===== config.mk =====
export PLATFORM = sky130hd
export DESIGN_NAME = addr_seq_ctrl
export DESIGN_NICKNAME = d
export VERILOG_FILES = /design/src/rtl/addr_seq_ctrl_pkg.sv /design/src/rtl/addr_seq_ctrl.sv
export SDC_FILE = /design/constraint.sdc
export NUM_CORES = 1
export LEC_CHECK = 0
export BUFFER_PORTS_ARGS = -buffer_cell sky130_fd_sc_hd__buf_4
export CORE_AREA = 5 5 64 49
export DETAILED_ROUTE_END_ITERATION = 7
export DIE_AREA = 0 0 69 54
export GPL_ROUTABILITY_DRIVEN = 0
export PLACE_DENSITY = 0.69
export SETUP_SLACK_MARGIN = 0.2
export SYNTH_ARGS = -nofsm -noshare
export SYNTH_HDL_FRONTEND = slang
export SYNTH_SLANG_ARGS = --single-unit

===== constraint.sdc =====
create_clock -name clk -period 2.4 [get_ports clk]
set_input_delay 0.6 -clock clk [delete_from_list [all_inputs] [get_ports clk]]
set_output_delay 0.6 -clock clk [all_outputs]
set_load 0.1 [all_outputs]

===== src/rtl/addr_seq_ctrl_pkg.sv =====
// Shared types and defaults for the address sequencing controller.
// Holds the FSM state encoding and the default counter and drain sizes.
package addr_seq_ctrl_pkg;

  localparam int unsigned CntWidthDefault    = 7;
  localparam int unsigned DrainCyclesDefault = 2;

  typedef enum logic [1:0] {
    StIdle,
    StRun,
    StDrain,
    StDone
  } state_e;

endpackage


===== src/rtl/addr_seq_ctrl.sv =====
// Burst controller that issues len_i increment strobes to an address counter,
// waits for the delayed address pipeline to drain, then clears the counter.
module addr_seq_ctrl
  import addr_seq_ctrl_pkg::*;
#(
  parameter int unsigned CNT_WIDTH    = CntWidthDefault,
  parameter int unsigned DRAIN_CYCLES = DrainCyclesDefault
) (
  input  logic                 clk,
  input  logic                 rst,
  input  logic                 start_i,
  input  logic [CNT_WIDTH-1:0] len_i,
  input  logic                 stall_i,
  input  logic                 abort_i,
  output logic                 en_o,
  output logic                 cnt_clr_o,
  output logic                 ready_o,
  output logic                 busy_o,
  output logic                 done_o,
  output logic [CNT_WIDTH-1:0] issued_o
);

  // Keep at least one bit so a zero-cycle drain still elaborates.
  localparam int unsigned DrainW =
      (DRAIN_CYCLES > 0) ? $clog2(DRAIN_CYCLES + 1) : 1;
  localparam logic [DrainW-1:0] DrainLast = DrainW'(DRAIN_CYCLES - 1);

  state_e               state_q, state_d;
  logic [CNT_WIDTH-1:0] len_q, len_d;
  logic [CNT_WIDTH-1:0] issued_q, issued_d;
  logic [DrainW-1:0]    drain_q, drain_d;
  logic                 en_run;
  logic                 last_en;

  // Abort wins over both the enable and the RUN->DRAIN transition.
  assign en_run  = (state_q == StRun) && !stall_i && !abort_i;
  assign last_en = (issued_q == (len_q - CNT_WIDTH'(1)));

  always_ff @(posedge clk) begin
    if (rst) begin
      state_q  <= StIdle;
      len_q    <= '0;
      issued_q <= '0;
      drain_q  <= '0;
    end else begin
      state_q  <= state_d;
      len_q    <= len_d;
      issued_q <= issued_d;
      drain_q  <= drain_d;
    end
  end

  always_comb begin
    state_d  = state_q;
    len_d    = len_q;
    issued_d = issued_q;
    drain_d  = drain_q;
    unique case (state_q)
      StIdle: begin
        if (start_i) begin
          issued_d = '0;
          if (len_i == '0) begin
            state_d = StDone;
          end else begin
            len_d   = len_i;
            state_d = StRun;
          end
        end
      end
      StRun: begin
        if (abort_i) begin
          state_d = StDone;
        end else if (en_run) begin
          issued_d = issued_q + CNT_WIDTH'(1);
          if (last_en) begin
            drain_d = '0;
            state_d = (DRAIN_CYCLES == 0) ? StDone : StDrain;
          end
        end
      end
      StDrain: begin
        if (abort_i || (drain_q == DrainLast)) begin
          state_d = StDone;
        end else begin
          drain_d = drain_q + DrainW'(1);
        end
      end
      StDone: begin
        state_d = StIdle;
      end
      default: begin
        state_d = StIdle;
      end
    endcase
  end

  always_comb begin
    ready_o   = (state_q == StIdle);
    busy_o    = (state_q != StIdle);
    cnt_clr_o = (state_q == StDone);
    done_o    = (state_q == StDone);
    en_o      = en_run;
    issued_o  = issued_q;
  end

endmodule

Word-level counts from Yosys, hierarchy flattened --
Index checks and enable logic that the tools add are counted.
Word-level totals: register bits after elaboration 18, latch bits 0, bits in writable memories 0, bits in read-only memories 0, input bits 12, output and inout bits 12, word-level logic and storage cells 51, memories kept 0
Cells by class: $add $sub $neg 3, multipliers 0, div/mod/pow operators 0, $lt $le $gt $ge 0, eq/ne operators 13, shift-type cells 0, mux-type cells 16, bitwise gates (word level) 1, reductions and logical operators 14
Operator list (count):
- $mux W7 | 3
- $mux W2 | 10
- $pmux W7 S2 | 1
- $ne A2 B2 Y1 const B | 6
- $pmux W2 S4 | 1
- $reduce_and A4 Y1 | 2
- $add A7 B1 Y7 const B | 1
- $eq A7 B7 Y1 | 1
- $logic_not A7 Y1 | 1
- $sub A7 B1 Y7 const B | 1
- $ne A3 B3 Y1 const B | 2
- $reduce_bool A2 Y1 | 3
- $reduce_and A5 Y1 | 1
- $eq A2 B1 Y1 const B | 2
- $eq A2 B2 Y1 const B | 2
- $pmux W2 S2 | 1
- $reduce_and A3 Y1 | 1
- $add A2 B1 Y2 const B | 1
- $logic_and A1 B1 Y1 | 2
- $logic_not A1 Y1 | 2
- $logic_not A2 Y1 | 1
- $logic_or A1 B1 Y1 | 1
- $not A1 Y1 | 1

Depth between registers and ports, before layout --
Gate-level depths: netlist of the first run.
depth after elaboration 6, mapped depth 9, depth with buffers taken out 8

Worst setup path after synthesis of the first run --
OpenSTA, ideal clock, no wires.
kind in2out, start point input port abort_i, end point output port en_o, data arrival time 2175 ps, required time 1800 ps, slack -375 ps, cell stages on the path 2, path buffers 0, cell sequence or2_2 nor2_1
On the way: word-level cells in the longest chain between the ends 2
RTL lines:
- from (decl) | RTL line addr_seq_ctrl.sv:14 | input logic abort_i,
- $logic_not A1 Y1 | RTL line addr_seq_ctrl.sv:36 | assign en_run = (state_q == StRun) && !stall_i && !abort_i;
- $logic_and A1 B1 Y1 | RTL line addr_seq_ctrl.sv:36
- to (decl) | RTL line addr_seq_ctrl.sv:15 | output logic en_o,
No other way between the ends.

Worst setup path in the final report of the first run --
start point register len_q[1], end point register state_q[0]
On the way: word-level cells in the longest chain between the ends 4
RTL lines:
- from (decl) | RTL line addr_seq_ctrl.sv:29 | logic [CNT_WIDTH-1:0] len_q, len_d;
- from (signal assigned) | RTL line addr_seq_ctrl.sv:47 | len_q <= len_d;
- $sub A7 B1 Y7 | RTL line addr_seq_ctrl.sv:37 | assign last_en = (issued_q == (len_q - CNT_WIDTH'(1)));
- $eq A7 B7 Y1 | RTL line addr_seq_ctrl.sv:37
- $ne A3 B3 Y1 (no line)
- $reduce_and A4 Y1 (no line)
- to (signal assigned) | RTL line addr_seq_ctrl.sv:41 | state_q <= StIdle;
- to (signal assigned) | RTL line addr_seq_ctrl.sv:46 | state_q <= state_d;
- to (decl) | RTL line addr_seq_ctrl.sv:28 | state_e state_q, state_d;
No other way between the ends. A chain may end at the register's enable or synchronous reset.

==> results of run 1 <==
[placed cells by master, fill, tap and decap left out, types with 4 or more instances in the layout]
cell type,Yosys,layout
a21oi_1,9,8
buf_4,1,28
dfxtp_1,18,8
dfxtp_2,0,6
dfxtp_4,0,4
ha_1,7,4
inv_1,8,6
mux2i_1,8,8
nand2_1,6,6
nor2_1,19,18
o21ai_0,5,5
xnor2_1,4,4
xor2_1,8,8
[flip-flops by register name, summed over array words and instances, names as in the netlist]
name and count:
drain_q 2, len_q 7, issued_o 7, state_q 2
[worst paths after layout]
path              depth (start not counted)       start         end
setup reg to reg                          8    len_q[1]  state_q[0]
hold / removal                            2  drain_q[1]  drain_q[1]
setup / recovery                          8    len_q[1]  state_q[0]
hold reg to reg                           2  drain_q[1]  drain_q[1]
[repair_timing]
item | CTS | global route
endpoints found under the setup margin | 5 | 6
gates resized for setup | 4 | 8
setup buffers | 2 | 2
pin swaps | 1 | 7
[metal layers]
metal | track usage (%) | share of wire (%)
met1 | 17.4 | 47
met2 | 25.2 | 47
met3 | 4.48 | 4.9
met4 | 4.87 | 0.74
met5 | 0 | 0
[layout make-up]
class | count | area share [%]
clock buffers | 4 | 1.79
repair buffers | 29 | 15.1
flip-flops and latches | 18 | 26.1
multi-input cells | 102 | 51.9
inverters | 8 | 2.05
well taps | 36 | 3.07
[worst reg2reg max path, cell delays in order, from the launching register on]
cell,delay [ns]
dfxtp_4,0.36
inv_2,0.04
ha_4,0.15
or2b_1,0.25
a21oi_2,0.16
o2111ai_2,0.17
or4_4,0.51
a211o_1,0.34
o32ai_2,0.20
[cell families after synthesis]
kind of cell	synth area share, %
compound gates	15.0
xor+xnor	9.41
fa+ha+maj	7.84
buf+inv	4.37
flops	32.3
mux	7.17
simple gates	24.0
[where the power goes]
part	internal [mW]	switching [mW]
Combinational	0.244	0.437
Sequential	0.332	0.0424
Clock	0.0646	0.0858
Total	0.641	0.566
==> implementation parameters, run 1 <==
Parameter                              Value

Yosys
  Ranking of synthesized cells by instance count    nor2_1 (19), dfxtp_1 (18), a21oi_1 (9)
  Netlist Area Pre-Place    1120 sq um
  Top cell type by total area after synthesis    dfxtp_1
  Post-synthesis sequential area ratio    32.3%
  Avg Synthesized Cell Area    8.46 sq um
  Yosys cell types    37
  Yosys Warn Count    0
  Predominant post-synthesis flop cell    dfxtp_1
  Dominant cell by count in the synthesized netlist    nor2_1
  Portion of synthesized cell area occupied by the leading cell type    32.3%
  Post-Synthesis Net Count    151
  Async set-or-reset flop fraction in the synthesized netlist    0%
  Synth top area cells    dfxtp_1 (32%), ha_1 (7.8%), mux2i_1 (7.2%), nor2_1 (6.4%), xor2_1 (6.3%)
  Post-synthesis register bit count    18
  EDFF count, synth    0
  Post-Syn Instances    132

Clock network
  Clock latency on the worst-skew pair    0.28 ns
  Number of CTS-inserted buffers    3
  TritonCTS clock tree    done
  H-Tree Level Count    1
  Hold-fix buffer count after cts    0
  Number of buffers between clock root and the deepest sink    2
  Root buf cell    clkbuf_4
  TritonCTS sink count    18
  Clock transition at the register clock pins on the worst setup and hold paths after CTS    0.10 ns

Critical path
  Slowest Stage Delay on Critical Path    0.51 ns
  Worst R2R Setup Slack    0.17 ns
  Element type at the critical path start    register
  Arrival time at the worst endpoint    2.44 ns
  Setup crit end kind    register
  Cell with the largest stage delay on the worst path    or4_4
  WS Path Type    reg2reg
  Crit Path Max Fanout    3
  Combined buffer and inverter count along the critical path    1
  Gate family responsible for the most delay along the worst path    compound AO/OA/AOI/OAI gates
  Worst-path cell chain    inv_2, ha_4, or2b_1, a21oi_2, o2111ai_2, or4_4, a211o_1, o32ai_2
  Data required time of the worst path    2.61 ns

Timing
  Final critical delay including setup and external delays    2.23 ns
  Worst slew slack as a fraction of its limit    63.4%
  Minimum setup slack in the final design    0.167 ns
  RSZ-0062 raised after global routing    yes
  Highest clock frequency the design can meet    448 MHz
  Setup clock skew after layout    0.00308 ns
  Final count of negative-setup-slack endpoints    0
  Post-route clock period utilization    93.1%
  Number of failing hold endpoints at the final stage    0
  Final total negative setup slack    0 ns
  Min Hold Slack    0.480 ns
  Worst Tran Pin Value    0.543 ns
  Max-slew violation count    0

Floorplanning
  Floorplan Core Area    2560 sq um
  Initial standard-cell utilization of the core    43.6%
  Y dimension of the die    54 microns
  Io pins    24
  Cell row count    16
  Horizontal die dimension    69 microns
  Die Footprint    3730 sq um

Global route
  Total track usage    14.5%
  Pin count of the biggest net entering global routing    14
  Aggregate global routing overflow    0
  Number of antenna violations at the first check in global routing    0
  First-pass GRT wire length    4250 microns
  Via count of the first global-routing pass    954

Power
  Total chip power    1.21 mW
  Worst ir drop on vdd    0.000351 V
  Power per cell area    823 nW/um^2
  Static leakage    0.616 nW

Finish
  Register area    383 sq um
  Utilization after layout    57.2%
  Fin area    1470 sq um
  Net count reported at finish    181
  Non-filler cells in the finished layout    197
  Antenna diode count    0
  Fillers    250
  Multi-input logic area    761 sq um
  Growth of design area from synthesis to finish    31.2%
  Fraction of layout instances using a drive strength above 1    34.8%

Flow run
  Max-cap viol count    0

Routing
  Routed vias/inst    5.18
  Total detailed-routing wirelength    2580 microns
  Number of DRC violations after detailed-routing iteration 0    58
  Total number of vias    1,020
  Number of routed nets with antenna violations    0
  Final routed DRC violation total    0
  Iteration count of the initial detailed-routing pass    4
  DR WL/cell    13.1 microns

Outcome
  Result of the run    complete, no violations

Placement
  Placed Cells incl. Taps    189
  Pre-CTS worst setup slack    0.0730 ns
  Quantity of I/O buffers inserted on ports    23
  Estimated wirelength of the detail-placed design    2070 microns
  Placed cell areas    1360 sq um

Worst hold path
  Worst hold path class    reg2reg
Note: power is estimated with default switching activity, not from simulation.
==> run 2, diff against run 1 <==
CORE_AREA = 2 2 61 46   (was 5 5 64 49)
DIE_AREA = 0 0 63 48   (was 0 0 69 54)
TNS_END_PERCENT = 5   (was not set)
==> run 2 against run 1 <==
  * Clock power barely moved
  * Largest cell class unchanged
  * Via count increased by 0.20%
  * Combinational power is 2% lower
==> implementation parameters, run 2 (same netlist as run 1, synthesis figures left out) <==
Parameter                              Value

Critical path
  Setup crit end kind    register
  WS Path Type    reg2reg
  Element type at the critical path start    register
  Slowest Stage Delay on Critical Path    0.56 ns
  Worst-path cell chain    inv_1, ha_4, or2b_1, a21oi_2, o2111ai_2, or4_4, a211o_1, o32ai_2
  Cell with the largest stage delay on the worst path    or4_4
  Gate family responsible for the most delay along the worst path    compound AO/OA/AOI/OAI gates
  Data required time of the worst path    2.62 ns
  Combined buffer and inverter count along the critical path    1
  Arrival time at the worst endpoint    2.53 ns
  Crit Path Max Fanout    3

Global route
  Via count of the first global-routing pass    929
  Total track usage    18.5%
  Pin count of the biggest net entering global routing    14
  Aggregate global routing overflow    0
  Number of antenna violations at the first check in global routing    0
  First-pass GRT wire length    4190 microns

Finish
  Utilization after layout    59.7%
  Most frequent cells in the layout    buf_4 (28), nor2_1 (18), dfxtp_1 (9), dfxtp_2 (9)
  Register area    372 sq um
  Growth of design area from synthesis to finish    27.3%
  Non-filler cells in the finished layout    193
  Fraction of layout instances using a drive strength above 1    32.7%
  Net count reported at finish    180
  Fillers    230
  Most frequent standard cell in the layout excluding fill and tap cells    buf_4
  Multi-input logic area    746 sq um
  Fin area    1420 sq um
  Antenna diode count    0

Floorplanning
  Horizontal die dimension    63 microns
  Y dimension of the die    48 microns
  Io pins    24
  Die Footprint    3020 sq um
  Initial standard-cell utilization of the core    46.9%
  Floorplan Core Area    2380 sq um
  Cell row count    15

Clock network
  Clock transition at the register clock pins on the worst setup and hold paths after CTS    0.10 ns
  Number of CTS-inserted buffers    3
  Hold-fix buffer count after cts    0
  Number of buffers between clock root and the deepest sink    2
  H-Tree Level Count    1
  TritonCTS sink count    18
  Clock latency on the worst-skew pair    0.30 ns
  Root buf cell    clkbuf_4
  TritonCTS clock tree    done

Power
  Psw    0.567 mW
  Power per cell area    838 nW/um^2
  Share of power burned in the clock network    12.5%
  Switching Share    47.6%
  Static leakage    0.605 nW
  Worst ir drop on vdd    0.000364 V
  Sequential power share    31.4%
  Internal power    0.625 mW
  Fraction of power consumed by combinational cells    56.1%

Routing
  Total number of vias    1,022
  Number of routed nets with antenna violations    0
  DR WL/cell    13.3 microns
  Total detailed-routing wirelength    2560 microns
  Routed vias/inst    5.30
  Number of DRC violations after detailed-routing iteration 0    32
  Final routed DRC violation total    0
  Iteration count of the initial detailed-routing pass    6

Timing
  Number of failing hold endpoints at the final stage    0
  Worst Tran Pin Value    0.639 ns
  Worst slew slack as a fraction of its limit    57.0%
  Max-slew violation count    0
  Setup clock skew after layout    0.0121 ns
  Final critical delay including setup and external delays    2.32 ns
  RSZ-0062 raised after global routing    yes
  Final total negative setup slack    0 ns
  Minimum setup slack in the final design    0.0844 ns
  Post-route clock period utilization    96.5%
  Highest clock frequency the design can meet    432 MHz
  Final count of negative-setup-slack endpoints    0

Flow run
  Max-cap viol count    0

Placement
  Pre-CTS worst setup slack    0.0598 ns
  Quantity of I/O buffers inserted on ports    23
  Placed cell areas    1360 sq um
  Estimated wirelength of the detail-placed design    2010 microns
  Placed Cells incl. Taps    189

Worst hold path
  Worst hold path class    reg2reg

Outcome
  Result of the run    complete, no violations
==> run 2: cell types whose count changed in the layout (fill, tap and decap cells not counted), sizes merged <==
cell,delta
clkbuf,-1
buf,-1
==> run 2: path summary, 6_finish.rpt <==
kind	from	endpoint	slack, ns	cells after the start
worst max-delay path	len_q[0]	state_q[0]	0.08	8
worst min-delay path	drain_q[1]	drain_q[1]	0.50	2
worst max register to register	len_q[0]	state_q[0]	0.08	8
worst min register to register	drain_q[1]	drain_q[1]	0.50	2
==> run 2: metrics by stage <==
| step | hold slack [ns] | power [mW] |
|---|---|---|
| 4_1_cts | 0.512 | 1.17 |
| 5_1_grt | 0.526 | 1.26 |
| 2_1_floorplan | 0.444 | 0.878 |
| 3_3_place_gp | 0.462 | 1.00 |
| 6_report | 0.503 | 1.19 |
| 3_5_place_dp | 0.497 | 1.01 |
==> run 2: routing by layer <==
| layer | routed length [microns] | share of wire (%) | vias to the layer above | track usage, % |
|---|---|---|---|---|
| met1 | 1200 | 47 | 471 | 23.6 |
| met3 | 148 | 5.8 | 4 | 4.94 |
| met2 | 1190 | 47 | 30 | 33.0 |
| li1 | - | - | 517 | - |
| met4 | 16 | 0.62 | 0 | 2.67 |
| met5 | 0 | 0 | - | 0 |
==> run 2: power by group through the flow <==
stage          Clock (mW)  Sequential (mW)  Combinational, mW
4_1_cts             0.150            0.372              0.649
6_report            0.149            0.374              0.669
3_3_place_gp            0            0.375              0.624
5_1_grt             0.167            0.381              0.714
3_5_place_dp            0            0.378              0.631
2_1_floorplan           0            0.411              0.467
==> run 2: worst register-to-register path, stage by stage, from the launching register on <==
cell       delay [ns]
dfxtp_2          0.33
inv_1            0.06
ha_4             0.16
or2b_1           0.26
a21oi_2          0.18
o2111ai_2        0.16
or4_4            0.56
a211o_1          0.33
o32ai_2          0.21
==> run 2: area by class of cell <==
| cell class | instances | area share, % |
|---|---|---|
| inverters | 8 | 2.11 |
| well taps | 34 | 2.99 |
| clock buffers | 3 | 1.58 |
| flip-flops and latches | 18 | 26.1 |
| repair buffers | 28 | 14.8 |
| multi-input cells | 102 | 52.4 |
==> run 2: repair_timing <==
| action | in CTS | in global routing |
|---|---|---|
| endpoints found under the setup margin | 5 | 6 |
| pin swaps | 2 | 6 |
| setup buffers | 0 | 1 |
| gates resized for setup | 4 | 5 |
